--- config.mk ---
export PLATFORM = sky130hd
export DESIGN_NAME = pass_arbiter_flat
export DESIGN_NICKNAME = d
export VERILOG_FILES = /design/src/rtl/pass_arbiter_if.sv /design/src/rtl/pass_arbiter.sv /design/src/flat_wrapper.sv
export SDC_FILE = /design/constraint.sdc
export NUM_CORES = 1
export LEC_CHECK = 0
export ABC_AREA = 0
export CORE_UTILIZATION = 41
export DETAILED_ROUTE_END_ITERATION = 8
export PLACE_DENSITY = 0.81
export SLEW_MARGIN = 20
export SYNTH_ARGS = -nofsm -noshare
export SYNTH_HDL_FRONTEND = slang
export SYNTH_SLANG_ARGS = --single-unit
--- constraint.sdc ---
create_clock -name clock -period 4.39 [get_ports clock]
set_clock_uncertainty 0.2 [all_clocks]
set_input_delay 1.0975 -clock clock [delete_from_list [all_inputs] [get_ports clock]]
set_output_delay 1.0975 -clock clock [all_outputs]
set_load 0.02 [all_outputs]
--- src/rtl/pass_arbiter_if.sv ---
// Handshake bundle between N producer ports, the arbiter and one consumer.
// The master modport is the arbiter's view. The slave modport is the view of the
// environment that drives the producers and the consumer.
interface pass_arbiter_if #(
    parameter int N     = 4,
    parameter int WIDTH = 8
);
    localparam int IDW = (N > 1) ? $clog2(N) : 1;

    // Producer side
    logic [N-1:0]       in_valid;
    logic [N-1:0]       in_ready;
    logic [N*WIDTH-1:0] in_data;
    logic [N-1:0]       in_last;

    // Consumer side
    logic               out_valid;
    logic               out_ready;
    logic [WIDTH-1:0]   out_data;
    logic               out_last;
    logic [IDW-1:0]     out_id;

    // Status
    logic               busy;
    logic               err_timeout;

    modport master (
        input  in_valid, in_data, in_last, out_ready,
        output in_ready, out_valid, out_data, out_last, out_id, busy, err_timeout
    );

    modport slave (
        output in_valid, in_data, in_last, out_ready,
        input  in_ready, out_valid, out_data, out_last, out_id, busy, err_timeout
    );
endinterface

--- src/rtl/pass_arbiter.sv ---
// Packet-level round-robin arbiter in front of a single registered pass stage.
// A requester keeps the grant from its first beat until its last beat is
// accepted. An optional watchdog frees the grant when the owner stalls.
module pass_arbiter #(
    parameter int N        = 4,
    parameter int WIDTH    = 8,
    parameter int WATCHDOG = 0
) (
    input  logic            clock,
    input  logic            reset,
    pass_arbiter_if.master  bus
);
    localparam int IDW = (N > 1) ? $clog2(N) : 1;
    localparam int WDW = (WATCHDOG > 0) ? $clog2(WATCHDOG + 1) : 1;

    localparam logic [0:0] ST_IDLE   = 1'b0;
    localparam logic [0:0] ST_LOCKED = 1'b1;

    // Advance a requester index by one, wrapping N-1 back to 0 for any N.
    function automatic logic [IDW-1:0] inc_mod(input logic [IDW-1:0] v);
        if (int'(v) == N - 1) begin
            return '0;
        end
        return v + IDW'(1);
    endfunction

    // Index of the k-th candidate in round-robin order starting at ptr.
    function automatic logic [IDW-1:0] rr_index(input logic [IDW-1:0] ptr, input int k);
        int s;
        s = int'(ptr) + k;
        if (s >= N) begin
            s = s - N;
        end
        return IDW'(s);
    endfunction

    // Registered state
    logic [0:0]       state_q,       state_d;
    logic [IDW-1:0]   owner_q,       owner_d;
    logic [IDW-1:0]   rr_ptr_q,      rr_ptr_d;
    logic [WDW-1:0]   wd_cnt_q,      wd_cnt_d;
    logic             out_valid_q,   out_valid_d;
    logic [WIDTH-1:0] out_data_q,    out_data_d;
    logic             out_last_q,    out_last_d;
    logic [IDW-1:0]   out_id_q,      out_id_d;
    logic             err_timeout_q, err_timeout_d;

    // Arbitration terms
    logic             locked;
    logic             slot_free;
    logic             any_valid;
    logic [IDW-1:0]   winner;
    logic [IDW-1:0]   sel;
    logic             sel_valid;
    logic [WIDTH-1:0] sel_data;
    logic             sel_last;
    logic [N-1:0]     grant;
    logic             xfer;

    // Round-robin search for the first valid requester starting at rr_ptr.
    always_comb begin
        // NOTE: every variable written here gets a default first, so no path
        // leaves it unassigned and no latch is inferred.
        any_valid = 1'b0;
        winner    = '0;
        for (int k = 0; k < N; k++) begin
            if (!any_valid && bus.in_valid[rr_index(rr_ptr_q, k)]) begin
                any_valid = 1'b1;
                winner    = rr_index(rr_ptr_q, k);
            end
        end
    end

    // Grant: the lock owner while LOCKED, otherwise the round-robin winner.
    always_comb begin
        locked    = (state_q == ST_LOCKED);
        slot_free = ~out_valid_q | bus.out_ready;
        sel       = locked ? owner_q : winner;
        sel_valid = locked ? bus.in_valid[sel] : any_valid;
        sel_data  = bus.in_data[int'(sel)*WIDTH +: WIDTH];
        sel_last  = bus.in_last[sel];
        grant     = '0;
        if (!reset && (locked || any_valid)) begin
            grant[sel] = slot_free;
        end
        xfer      = sel_valid & grant[sel];
    end

    // Next-state logic for the lock FSM, output register and watchdog.
    always_comb begin
        state_d       = state_q;
        owner_d       = owner_q;
        rr_ptr_d      = rr_ptr_q;
        wd_cnt_d      = wd_cnt_q;
        out_valid_d   = out_valid_q;
        out_data_d    = out_data_q;
        out_last_d    = out_last_q;
        out_id_d      = out_id_q;
        err_timeout_d = 1'b0;

        // Output register: load on transfer, drain when the consumer takes it.
        if (xfer) begin
            out_valid_d = 1'b1;
            out_data_d  = sel_data;
            out_last_d  = sel_last;
            out_id_d    = sel;
        end else if (bus.out_ready) begin
            out_valid_d = 1'b0;
        end

        case (state_q)
            ST_IDLE: begin
                if (xfer) begin
                    if (sel_last) begin
                        rr_ptr_d = inc_mod(sel);
                    end else begin
                        state_d  = ST_LOCKED;
                        owner_d  = sel;
                        wd_cnt_d = '0;
                    end
                end
            end
            ST_LOCKED: begin
                if (xfer) begin
                    wd_cnt_d = '0;
                    if (sel_last) begin
                        state_d  = ST_IDLE;
                        rr_ptr_d = inc_mod(owner_q);
                    end
                end else if (WATCHDOG > 0 && !bus.in_valid[owner_q]) begin
                    wd_cnt_d = wd_cnt_q + WDW'(1);
                    // The truncated packet is abandoned; the output register
                    // is not touched.
                    if (wd_cnt_d == WDW'(WATCHDOG)) begin
                        err_timeout_d = 1'b1;
                        state_d       = ST_IDLE;
                        rr_ptr_d      = inc_mod(owner_q);
                        wd_cnt_d      = '0;
                    end
                end
            end
            default: begin
                state_d = ST_IDLE;
            end
        endcase
    end

    // State registers with synchronous reset; a reset discards any held beat.
    always_ff @(posedge clock) begin
        // NOTE: sequential state uses non-blocking assignments so every flop
        // samples the pre-edge value of every other flop.
        if (reset) begin
            state_q       <= ST_IDLE;
            owner_q       <= '0;
            rr_ptr_q      <= '0;
            wd_cnt_q      <= '0;
            out_valid_q   <= 1'b0;
            out_data_q    <= '0;
            out_last_q    <= 1'b0;
            out_id_q      <= '0;
            err_timeout_q <= 1'b0;
        end else begin
            state_q       <= state_d;
            owner_q       <= owner_d;
            rr_ptr_q      <= rr_ptr_d;
            wd_cnt_q      <= wd_cnt_d;
            out_valid_q   <= out_valid_d;
            out_data_q    <= out_data_d;
            out_last_q    <= out_last_d;
            out_id_q      <= out_id_d;
            err_timeout_q <= err_timeout_d;
        end
    end

    assign bus.in_ready    = grant;
    assign bus.out_valid   = out_valid_q;
    assign bus.out_data    = out_data_q;
    assign bus.out_last    = out_last_q;
    assign bus.out_id      = out_id_q;
    assign bus.busy        = (state_q == ST_LOCKED);
    assign bus.err_timeout = err_timeout_q;

    // At most one requester is ever granted.
    a_grant_onehot: assert property (@(posedge clock) $onehot0(grant));

endmodule
--- src/flat_wrapper.sv ---
// flat-port wrapper written by rule: the top's interface ports become plain ports
module pass_arbiter_flat 
#(
    parameter int N        = 4,
    parameter int WIDTH    = 8,
    parameter int WATCHDOG = 0
)
  (clock, reset, bus_in_valid, bus_in_data, bus_in_last, bus_out_ready, bus_in_ready, bus_out_valid, bus_out_data, bus_out_last, bus_out_id, bus_busy, bus_err_timeout);
  pass_arbiter_if #(.N(N), .WIDTH(WIDTH)) bus_i ();
  input  logic clock;
  input  logic reset;
  input wire logic [$bits(bus_i.in_valid)-1:0] bus_in_valid;
  input wire logic [$bits(bus_i.in_data)-1:0] bus_in_data;
  input wire logic [$bits(bus_i.in_last)-1:0] bus_in_last;
  input wire logic [$bits(bus_i.out_ready)-1:0] bus_out_ready;
  output wire logic [$bits(bus_i.in_ready)-1:0] bus_in_ready;
  output wire logic [$bits(bus_i.out_valid)-1:0] bus_out_valid;
  output wire logic [$bits(bus_i.out_data)-1:0] bus_out_data;
  output wire logic [$bits(bus_i.out_last)-1:0] bus_out_last;
  output wire logic [$bits(bus_i.out_id)-1:0] bus_out_id;
  output wire logic [$bits(bus_i.busy)-1:0] bus_busy;
  output wire logic [$bits(bus_i.err_timeout)-1:0] bus_err_timeout;
  assign bus_i.in_valid = bus_in_valid;
  assign bus_i.in_data = bus_in_data;
  assign bus_i.in_last = bus_in_last;
  assign bus_i.out_ready = bus_out_ready;
  assign bus_in_ready = bus_i.in_ready;
  assign bus_out_valid = bus_i.out_valid;
  assign bus_out_data = bus_i.out_data;
  assign bus_out_last = bus_i.out_last;
  assign bus_out_id = bus_i.out_id;
  assign bus_busy = bus_i.busy;
  assign bus_err_timeout = bus_i.err_timeout;
  pass_arbiter #(.N(N), .WIDTH(WIDTH), .WATCHDOG(WATCHDOG)) u_core (.clock(clock), .reset(reset), .bus(bus_i));
endmodule
==> metrics.md, run 1 <==
| Metric | Value |
|---|---|
| Area delta synth->final | `60.7%` |
| Grt ovf | `0` |
| Setup TNS Final | `0 ns` |
| Vias | `1,423` |
| Most used flip-flop cell after synthesis | `dfxtp_1` |
| Die area | `3320 um2` |
| Max Slew Vio Count | `0` |
| Core area | `2850 um2` |
| Post-place instance area | `1980 um2` |
| Worst Setup SP | `bus_in_valid[2]` |
| Tot Pwr | `1.22 mW` |
| Clk Latency, worst-skew pair | `0.29 ns` |
| Unrepaired setup endpoints after global routing | `no` |
| Drt wl/cell | `14.3 um` |
| PortBufs | `59` |
| R2r setup slk | `1.09 ns` |
| Lkg Pwr | `0.818 nW` |
| Worst setup path class | `input port to primary output` |
| Clock Sinks | `17` |
| Cts hold-fix bufs | `0` |
| Vias in the first global route | `1,427` |
| Post-Synthesis Cells | `156` |
| Ys Warns | `0` |
| Data required time of the worst path | `3.09 ns` |
| Achievable frequency | `234 MHz` |
| Reg clk slew, reported paths | `0.10 ns` |
| Vias/cell | `5.47` |
| Maximum VDD drop | `348 uV` |
| Status | `finished, final reports clean` |
| Final Instance Area | `2040 um2` |
| Seq/Total Area, Yosys | `26.8%` |
| DR pass1 iterations | `4` |
| Mapped cell area | `1270 um2` |
| Final core occ | `71.5%` |
| Die H | `57.7 um` |
| FF-to-FF Start | `u_core.rr_ptr_q[1]` |
| Register area | `340 um2` |
| CTS tree | `built` |
| Crit path arrival time | `2.98 ns` |
| CP startpoint kind | `input port` |
| Largest net degree at the start of global routing | `20` |
| Layout cells sized above 1 | `20.5%` |
| I/O Pins | `61` |
| Ys async rst share | `0%` |
| Antenna violations before repair | `0` |
| Drt total wl | `3710 um` |
| Post-DRT Antenna Nets | `0` |
| 1st-iter DRT viols | `22` |
| Area of the multi-input gates | `867 um2` |
| CP endpoint | `bus_in_ready[0]` |
| Starting Density | `44.5%` |
| N_diodes | `0` |
| Gpl congestion | `0.861` |
| Pwr/cell area | `596 nW/um2` |
| Dpl ws | `-0.263 ns` |
| Worst Reg-to-Reg Cells | `10` |
| Hold Path Class | `register to register` |
| Avg Inst Size Synth | `8.14 um2` |
| Post-synth EDFFs | `0` |
| Num rows | `19` |
| Worst Tran Pin Value | `0.602 ns` |
| Gr usage total | `23.2%` |
| Hpwl dp | `2920 um` |
| Maxcap violations | `0` |
| Die width | `57.7 um` |
| Final cycle utilization of the critical path | `97.4%` |
| H-tree Lvls | `1` |
| Final WS setup | `0.112 ns` |
| Crit. End Element | `primary output` |
| Max-slew headroom | `59.7%` |
| Post-synth cell types | `38` |
| Post-layout min period | `4.28 ns` |
| Drc violations | `0` |
| Number of synthesized register bits | `17` |
| Hold Fails Final Rpt | `0` |
| Max Buffers Root-to-Sink | `2` |
| TritonCTS Buffers | `3` |
| CP Max Fanout | `3` |
| Count of final setup violators | `0` |
| First-pass GRT wire length | `6020 um` |
| Nets | `277` |
| CTS root buffer | `clkbuf_4` |
| Syn nets | `203` |
| Filler cells | `225` |
-- kinds of logic after synthesis --
kind of cell               count (synthesis)  synth area share, %
AOI/OAI and AO/OA                         40                 23.4
xor gates and xnor gates                   1                0.690
adders and majority gates                  4                 3.94
buffers and inverters                     19                 6.99
DFF                                       17                 26.8
muxes                                     24                 19.9
other                                      1                0.295
and+or+nand+nor                           50                 17.9
-- sequential cells by signal, summed over array words and instances, names as in the netlist, named ones only --
register,cells
u_core.bus.out_data,8
u_core.bus.out_id,2
u_core.bus.out_last,1
u_core.bus.out_valid,1
u_core.owner_q,2
u_core.rr_ptr_q,2
-- routing by layer --
metal / global-route usage, % / share of wire [%] / up-vias
met2: 41.2 / 52 / 38
met3: 6.47 / 4.5 / 4
met1: 27.1 / 43 / 673
met5: 0 / 0 / -
li1: - / - / 708
met4: 6.80 / 1.1 / 0
-- cell usage after synthesis, drive strengths merged, types with 2 or more instances --
library cell	count	share of area, %
mux2i	14	11
nor2	9	2.7
buf	6	3.2
a211oi	3	2.2
a31o	2	1.4
clkbuf	4	1.2
and2	5	2.5
o31a	2	1.4
nor3	2	0.79
nand2	22	6.5
dfxtp	17	27
nand3	4	1.6
and3	2	0.99
o21ai	2	0.79
mux2	10	8.9
o211ai	11	6.5
a21oi	10	3.9
o21bai	2	1.2
nor2b	2	0.99
ha	4	3.9
inv	9	2.7
-- cell usage in the layout, fill, tap and decap left out, drive strengths merged, types with 2 or more instances in the layout --
master          n
mux2           10
dfxtp          17
nand3           4
o211ai         11
clkbuf          5
o21ai           2
o31a            2
o21bai          2
a211oi          3
and2            5
nor2            9
nor2b           2
buf            20
clkdlybuf4s15   2
mux2i          14
ha              4
a21oi          10
nor3            2
a31o            2
clkdlybuf4s50  54
nand2          22
and3            2
inv             9
-- worst min-delay path by stage --
stage | to | start | depth (start not counted) | slack, ns
2_1_floorplan | u_core.bus.out_data[0] | u_core.bus.out_data[0] | 2 | 0.33
3_3_place_gp | u_core.bus.out_data[1] | u_core.bus.out_data[1] | 2 | 0.24
3_5_place_dp | u_core.bus.out_last | u_core.bus.out_last | 2 | 0.25
4_1_cts | u_core.bus.out_last | u_core.bus.out_last | 2 | 0.26
5_1_grt | u_core.bus.out_data[5] | u_core.bus.out_data[5] | 2 | 0.28
6_report | u_core.bus.out_data[5] | u_core.bus.out_data[5] | 2 | 0.26
-- report_power, final --
| part | internal, mW | leakage (nW) | switching, mW |
|---|---|---|---|
| sequential | 0.213 | 0.139 | 0.0600 |
| combinational | 0.431 | 0.661 | 0.428 |
| clock | 0.0338 | 0.0177 | 0.0498 |
-- what timing repair did --
action	CTS	global route
endpoints found under the hold margin	0	0
endpoints found under the setup margin	4	4
pin swaps	1	2
gates resized for setup	4	11
buffers inserted	3	0
-- cell type report --
| type | count | share of cell area [%] |
|---|---|---|
| Tap cell | 31 | 1.90 |
| Multi-Input combinational cell | 120 | 42.5 |
| Sequential cell | 17 | 16.7 |
| Clock inverter | 1 | 0.245 |
| Timing Repair Buffer | 79 | 35.9 |
| Inverter | 9 | 1.66 |
| Clock buffer | 3 | 1.10 |
-- through the flow --
stage | instances | hold WS (ns)
after floorplan | 156 | 0.335
after global placement | 253 | 0.243
after detailed placement | 253 | 0.247
after CTS | 260 | 0.261
after global routing | 260 | 0.284
final | 260 | 0.260
-- worst max-delay path: stages --
cell and delay, ns:
clkdlybuf4s50_1 0.42, or2_2 0.34, o211ai_1 0.15, o211ai_1 0.21, inv_1 0.14, ha_1 0.19
and2_1 0.13, clkdlybuf4s15_1 0.29
Note: power is estimated with default switching activity, not from simulation.
==> run 2, diff against run 1 <==
--- a/config.mk
+++ b/config.mk
@@ -6,6 +6,7 @@
 export NUM_CORES = 1
 export LEC_CHECK = 0
 export ABC_AREA = 0
+export ABC_CLOCK_PERIOD_IN_PS = 4390
 export CORE_UTILIZATION = 41
 export DETAILED_ROUTE_END_ITERATION = 8
 export PLACE_DENSITY = 0.81
==> results of run 2 <==
Same layout as run 1: the final DEF is identical, and so are final timing and power.
